**src/rtl/game_pkg.sv**
```systemverilog
// Shared definitions for the game controller: FSM state codes and screen geometry.
// The best-score tracker in game_controller is built only when HIGH_SCORE_EN is defined.
package game_pkg;

    typedef enum logic [2:0] {
        ST_IDLE  = 3'd0,
        ST_READY = 3'd1,
        ST_PLAY  = 3'd2,
        ST_DEAD  = 3'd3,
        ST_OVER  = 3'd4
    } state_e;

    localparam int SCREEN_HEIGHT = 480;
    localparam int BIRD_HEIGHT   = 16;
    localparam int GROUND_Y      = BIRD_HEIGHT;
    localparam int BIRD_Y_W      = 11;

    localparam logic signed [BIRD_Y_W-1:0] GROUND_Y_S = BIRD_Y_W'(GROUND_Y);

    // The bird is down once its (up-positive) position reaches the ground line.
    function automatic logic on_ground(input logic signed [BIRD_Y_W-1:0] y);
        return (y <= GROUND_Y_S);
    endfunction

endpackage

```
**src/rtl/game_rise_detect.sv**
```systemverilog
// Rising-edge detector for an input already synchronous to clk.
// The previous-value register resets to 1 so a level held through reset release is not a press.
module rise_detect (
    input  logic clk,
    input  logic rst,
    input  logic in,
    output logic pulse
);

    logic prev_q;

    // Remember the last sampled level; reset high to swallow a held input.
    always_ff @(posedge clk or posedge rst) begin
        if (rst) begin
            prev_q <= 1'b1;
        end else begin
            prev_q <= in;
        end
    end

    assign pulse = in & ~prev_q;

endmodule

```
**src/rtl/game_controller.sv**
```systemverilog
// Game flow controller: IDLE -> READY countdown -> PLAY -> DEAD countdown -> OVER.
// Define HIGH_SCORE_EN to build the best-score register; otherwise best_score is tied to 0.
module game_controller
    import game_pkg::*;
#(
    parameter int READY_TICKS = 120,
    parameter int DEATH_TICKS = 60,
    parameter int SCORE_WIDTH = 10
) (
    input  logic                          gameClk,
    input  logic                          reset,
    input  logic                          button,
    input  logic signed [BIRD_Y_W-1:0]    bird_y,
    input  logic                          collide,
    input  logic                          pipe_passed,
    output logic                          flap,
    output logic                          bird_restart,
    output logic                          finished,
    output logic [2:0]                    state,
    output logic [SCORE_WIDTH-1:0]        score,
    output logic [SCORE_WIDTH-1:0]        best_score
);

    localparam int MAX_TICKS = (READY_TICKS > DEATH_TICKS) ? READY_TICKS : DEATH_TICKS;
    localparam int CNT_W     = (MAX_TICKS > 1) ? $clog2(MAX_TICKS) : 1;
    localparam logic [CNT_W-1:0] READY_LOAD = CNT_W'(READY_TICKS - 1);
    localparam logic [CNT_W-1:0] DEATH_LOAD = CNT_W'(DEATH_TICKS - 1);

    logic [2:0]             state_q, state_d;
    logic [CNT_W-1:0]       cnt_q, cnt_d;
    logic [SCORE_WIDTH-1:0] score_q, score_d;
    logic                   restart_q, restart_d;
    logic                   finished_q;
    logic                   press;
    logic                   death;
    logic                   cnt_zero;

    rise_detect u_press (
        .clk   (gameClk),
        .rst   (reset),
        .in    (button),
        .pulse (press)
    );

    assign death    = collide | on_ground(bird_y);
    assign cnt_zero = (cnt_q == '0);

    // State register.
    always_ff @(posedge gameClk or posedge reset) begin
        if (reset) begin
            state_q <= ST_IDLE;
        end else begin
            state_q <= state_d;
        end
    end

    // Next-state logic; unused codes fall back to IDLE.
    always_comb begin
        state_d = state_q;
        case (state_q)
            ST_IDLE:  if (press)    state_d = ST_READY;
            ST_READY: if (cnt_zero) state_d = ST_PLAY;
            ST_PLAY:  if (death)    state_d = ST_DEAD;
            ST_DEAD:  if (cnt_zero) state_d = ST_OVER;
            ST_OVER:  if (press)    state_d = ST_READY;
            default:                state_d = ST_IDLE;
        endcase
    end

    // Outputs and datapath next values: flap is combinational, the rest feed registers.
    always_comb begin
        flap      = 1'b0;
        restart_d = 1'b0;
        cnt_d     = cnt_q;
        score_d   = score_q;
        case (state_q)
            ST_IDLE, ST_OVER: begin
                if (press) begin
                    restart_d = 1'b1;
                    cnt_d     = READY_LOAD;
                    score_d   = '0;
                end
            end
            ST_READY, ST_DEAD: begin
                if (!cnt_zero) cnt_d = cnt_q - 1'b1;
            end
            ST_PLAY: begin
                flap = press;
                // Death wins over a simultaneous pipe pass: no point is awarded.
                if (death) begin
                    cnt_d = DEATH_LOAD;
                end else if (pipe_passed && (score_q != '1)) begin
                    score_d = score_q + 1'b1;
                end
            end
            default: ;
        endcase
    end

    // Datapath registers: countdown, score, restart pulse and the motion freeze flag.
    always_ff @(posedge gameClk or posedge reset) begin
        if (reset) begin
            cnt_q      <= '0;
            score_q    <= '0;
            restart_q  <= 1'b0;
            finished_q <= 1'b1;
        end else begin
            cnt_q      <= cnt_d;
            score_q    <= score_d;
            restart_q  <= restart_d;
            finished_q <= (state_d != ST_PLAY);
        end
    end

`ifdef HIGH_SCORE_EN
    logic [SCORE_WIDTH-1:0] best_q;

    // Capture the running maximum on each PLAY -> DEAD transition.
    always_ff @(posedge gameClk or posedge reset) begin
        if (reset) begin
            best_q <= '0;
        end else if ((state_q == ST_PLAY) && (state_d == ST_DEAD) && (score_d > best_q)) begin
            best_q <= score_d;
        end
    end

    assign best_score = best_q;
`else
    assign best_score = '0;
`endif

    assign state        = state_q;
    assign score        = score_q;
    assign bird_restart = restart_q;
    assign finished     = finished_q;

endmodule
```
**config.mk**
```make
export PLATFORM = sky130hd
export DESIGN_NAME = game_controller
export DESIGN_NICKNAME = d
export VERILOG_FILES = /design/src/rtl/game_pkg.sv /design/src/rtl/game_rise_detect.sv /design/src/rtl/game_controller.sv
export SDC_FILE = /design/constraint.sdc
export NUM_CORES = 1
export LEC_CHECK = 0
export ABC_CLOCK_PERIOD_IN_PS = 2600
export BUFFER_PORTS_ARGS = -buffer_cell sky130_fd_sc_hd__buf_2
export CORE_UTILIZATION = 50
export DETAILED_ROUTE_END_ITERATION = 10
export HOLD_SLACK_MARGIN = 0.02
export PLACE_DENSITY = 0.85
export SYNTH_ARGS = -nofsm -noshare
export SYNTH_HDL_FRONTEND = slang
export SYNTH_HIERARCHICAL = 1
export SYNTH_SLANG_ARGS = --single-unit
```
**constraint.sdc**
```tcl
create_clock -name gameClk -period 2.6 [get_ports gameClk]
set_input_delay 0.39 -clock gameClk [delete_from_list [all_inputs] [get_ports gameClk]]
set_output_delay 0.39 -clock gameClk [all_outputs]
set_load 0.005 [all_outputs]
```
==> impl_metrics.ini <==
[run_status]
status = finished, final reports clean

[floorplanning]
die_x_um = 54.04
io_pins = 42
rows = 18
coreArea_mm2 = 0.002522
dieArea_mm2 = 0.002920
die_y_um = 54.04
start_util_pct = 53.67

[timing]
setup_violations = 0
hold_viol = 0
holdWs_ns = 0.04341
period_needed_ns = 2.252
timing.fmax_mhz = 444.0
worst_slack_ns = 0.3477
worstMarginPinSlew_ns = 0.8097
slew_headroom_pct = 45.96
finalCritPeriodShare_pct = 86.63
final_max_slew_viol_count = 0
rsz0062_at_grt = no
clock_skew_ns = 0.007940
setup_tns_ns = 0

[placed_design]
place_ws_ns = 0.4157
gp_congestion = 0.8473
hpwl_mm = 2.050
numPortBuffers = 31
post_dp_cell_area_mm2 = 0.001483

[routing]
routed_wirelength_mm = 2.721
routedWlPerCell_um = 13.08
drtAntennaViolNets = 0
dr.pass1.iters = 4
drtIter0Drc = 17
vias = 1168
drc = 0
vias_per_cell = 5.615

[synth]
ys.warnings.count = 6
syn_area_mm2 = 0.001354
yosysTopAreaCell = dfrtp_1
synthFlopType = dfrtp_1
syn-mean-instance-area_um2 = 9.147
synth_cell_type_count = 41
synth_edf_count = 0
synth_area_leaders = dfrtp_1 39%, buf_4 5.5%, nor2_1 4.2%
synthCells = 148
ys_seq_elements = 23
synth-seq-area-share_pct = 42.70
synth_top_area_share_pct = 38.82
async_flop_share_pct = 100.0

[clocking]
cts.reportedPaths.clkPinSlew_ns = 0.14
cts_resized = 0
cts_made_buffers = 3
cts_root_buf = clkbuf_4
clock_sinks = 23
tritoncts = done
worstSkewPairLatency_ns = 0.32
cts_hold_buf = 0
cts.htree.levels = 1
clock_path_buffers = 2
post-cts-setup-buffers = 0

[critical_path]
end_kind = register
required_ns = 2.81
critical-path-max-stage-delay_ns = 0.59
crit_path_start_kind = register
crit_arrival_ns = 2.47
crit_chain = nor4_1, a21oi_1, a211oi_2, nor2_1, o32a_1
cp_num_buf_inv = 0
path_class = register to register
slowest_stage = nor4_1
critPathMaxFanout = 8
path_delay_family = compound AO/OA/AOI/OAI gates

[global_routing]
grt_usage_pct = 20.70
grt_pass1_vias = 1019
grt_first_pass_wirelength_mm = 4.291
grt_max_degree = 23
grt_antenna_before_repair = 0
grt-ovfl-total = 0

[layout]
syn_to_final_growth_pct = 11.55
nNetsFinal = 198
drive_above_1_share_pct = 22.47
fin_area_mm2 = 0.001510
diodes = 0

[min_path]
hp-class = primary input to async pin

[power_and_ir_drop]
power.share.clock_pct = 18.6
p_sw_w = 0.0003383
p_leak_nw = 0.6908
power_density_mw_per_mm2 = 617.3
p_int_w = 0.0005939
switching_share_pct = 36.29
pwr-share-comb_pct = 27.8
seq_power_share_pct = 53.6
peakVddDrop_uv = 482.4

[job]
drv_cap = 0
==> Yosys cell counts (all sizes together) (2+ instances only) <==
cell,instances
dfstp,2
o31ai,3
o21ai,4
clkbuf,3
ha,3
nor4,3
inv,8
buf,11
and2,2
dfrtp,21
a21oi,4
or3,3
nor2b,3
mux2i,2
nand2,13
xor2,2
nor3,10
xnor2,6
or4,2
nand2b,2
nand3,8
nand3b,3
nor2,15
==> worst register-to-register path: stages, from the launching register on <==
cell and delay (ns):
dfrtp_1 0.47, nor4_1 0.59, a21oi_1 0.31, a211oi_2 0.51, nor2_1 0.10, o32a_1 0.18
==> per-layer routing <==
layer  share of wire [%]  track usage [%]
met5                   0                0
met2                  52            42.39
met4                0.40            3.846
met1                  41            20.56
met3                 6.9            5.085
==> through the flow <==
stage	instances	total power (W)	utilization [%]
floorplan	157	0.0006921	-
global placement	204	0.0007429	58.78
detailed placement	204	0.0007647	58.78
CTS	208	0.0009370	59.87
global route	208	0.0009998	59.87
finish	208	0.0009322	59.87
==> cell usage in the layout, fill, tap and decap left out, drive strengths merged, types with 2 or more instances in the layout <==
cell / netlist / routed
buf: 11 / 31
dfrtp: 21 / 21
nor2: 15 / 15
nand2: 13 / 13
nor3: 10 / 10
conb: 1 / 10
nand3: 8 / 8
inv: 8 / 8
xnor2: 6 / 6
a21oi: 4 / 4
o21ai: 4 / 4
o31ai: 3 / 3
nor4: 3 / 3
nand3b: 3 / 3
ha: 3 / 3
clkbuf: 3 / 3
or3: 3 / 3
nor2b: 3 / 3
and2: 2 / 2
nand2b: 2 / 2
or4: 2 / 2
xor2: 2 / 2
mux2i: 2 / 2
dfstp: 2 / 2
==> layout make-up <==
type / count / area, um2
Clock buffer: 3 / 22.52
Clock inverter: 1 / 5.005
Fill cell: 225 / 1012
Inverter: 8 / 30.03
Multi-Input combinational cell: 112 / 681.9
Sequential cell: 23 / 578.1
Tap cell: 30 / 37.54
Timing Repair Buffer: 31 / 155.1
==> state kept, by name (all words and copies together), names as in the netlist <==
name,count
score,10
cnt_q,7
state,3
bird_restart,1
finished,1
u_press/prev_q,1
==> power by group through the flow <==
stage	Sequential (W)	Clock, W	Combinational [W]
after floorplan	0.000479	0	0.000213
after global placement	0.000498	0	0.000245
after detailed placement	0.000502	0	0.000262
after CTS	0.000497	0.000179	0.000262
after global routing	0.000507	0.000194	0.000298
final	0.000500	0.000174	0.000259
==> worst paths after layout <==
kind / from / end / slack (ns) / cells after the start
setup / recovery: cnt_q[2] / cnt_q[2] / 0.35 / 5
hold reg to reg: score[6] / score[6] / 0.58 / 2
setup reg to reg: cnt_q[2] / cnt_q[2] / 0.35 / 5
min in group gameClk: button / u_press/prev_q / 0.17 / 1
hold / removal: reset / u_press/prev_q / 0.04 / 2
max in group asynchronous: reset / cnt_q[1] / 1.88 / 2
==> cells by family (layout without fill, tap and decap cells) <==
kind of cell               count (synthesis)  after routing  synth area share, %
xor gates and xnor gates                   8              8                5.176
and+or+nand+nor                           69             69                27.36
buffers and inverters                     22             43                9.427
other                                      1             10               0.2770
adders and majority gates                  3              3                2.773
DFF                                       23             23                42.70
muxes                                      2              2                1.479
AOI/OAI and AO/OA                         20             20                10.81
No activity file was read; power rests on OpenSTA's default activity.
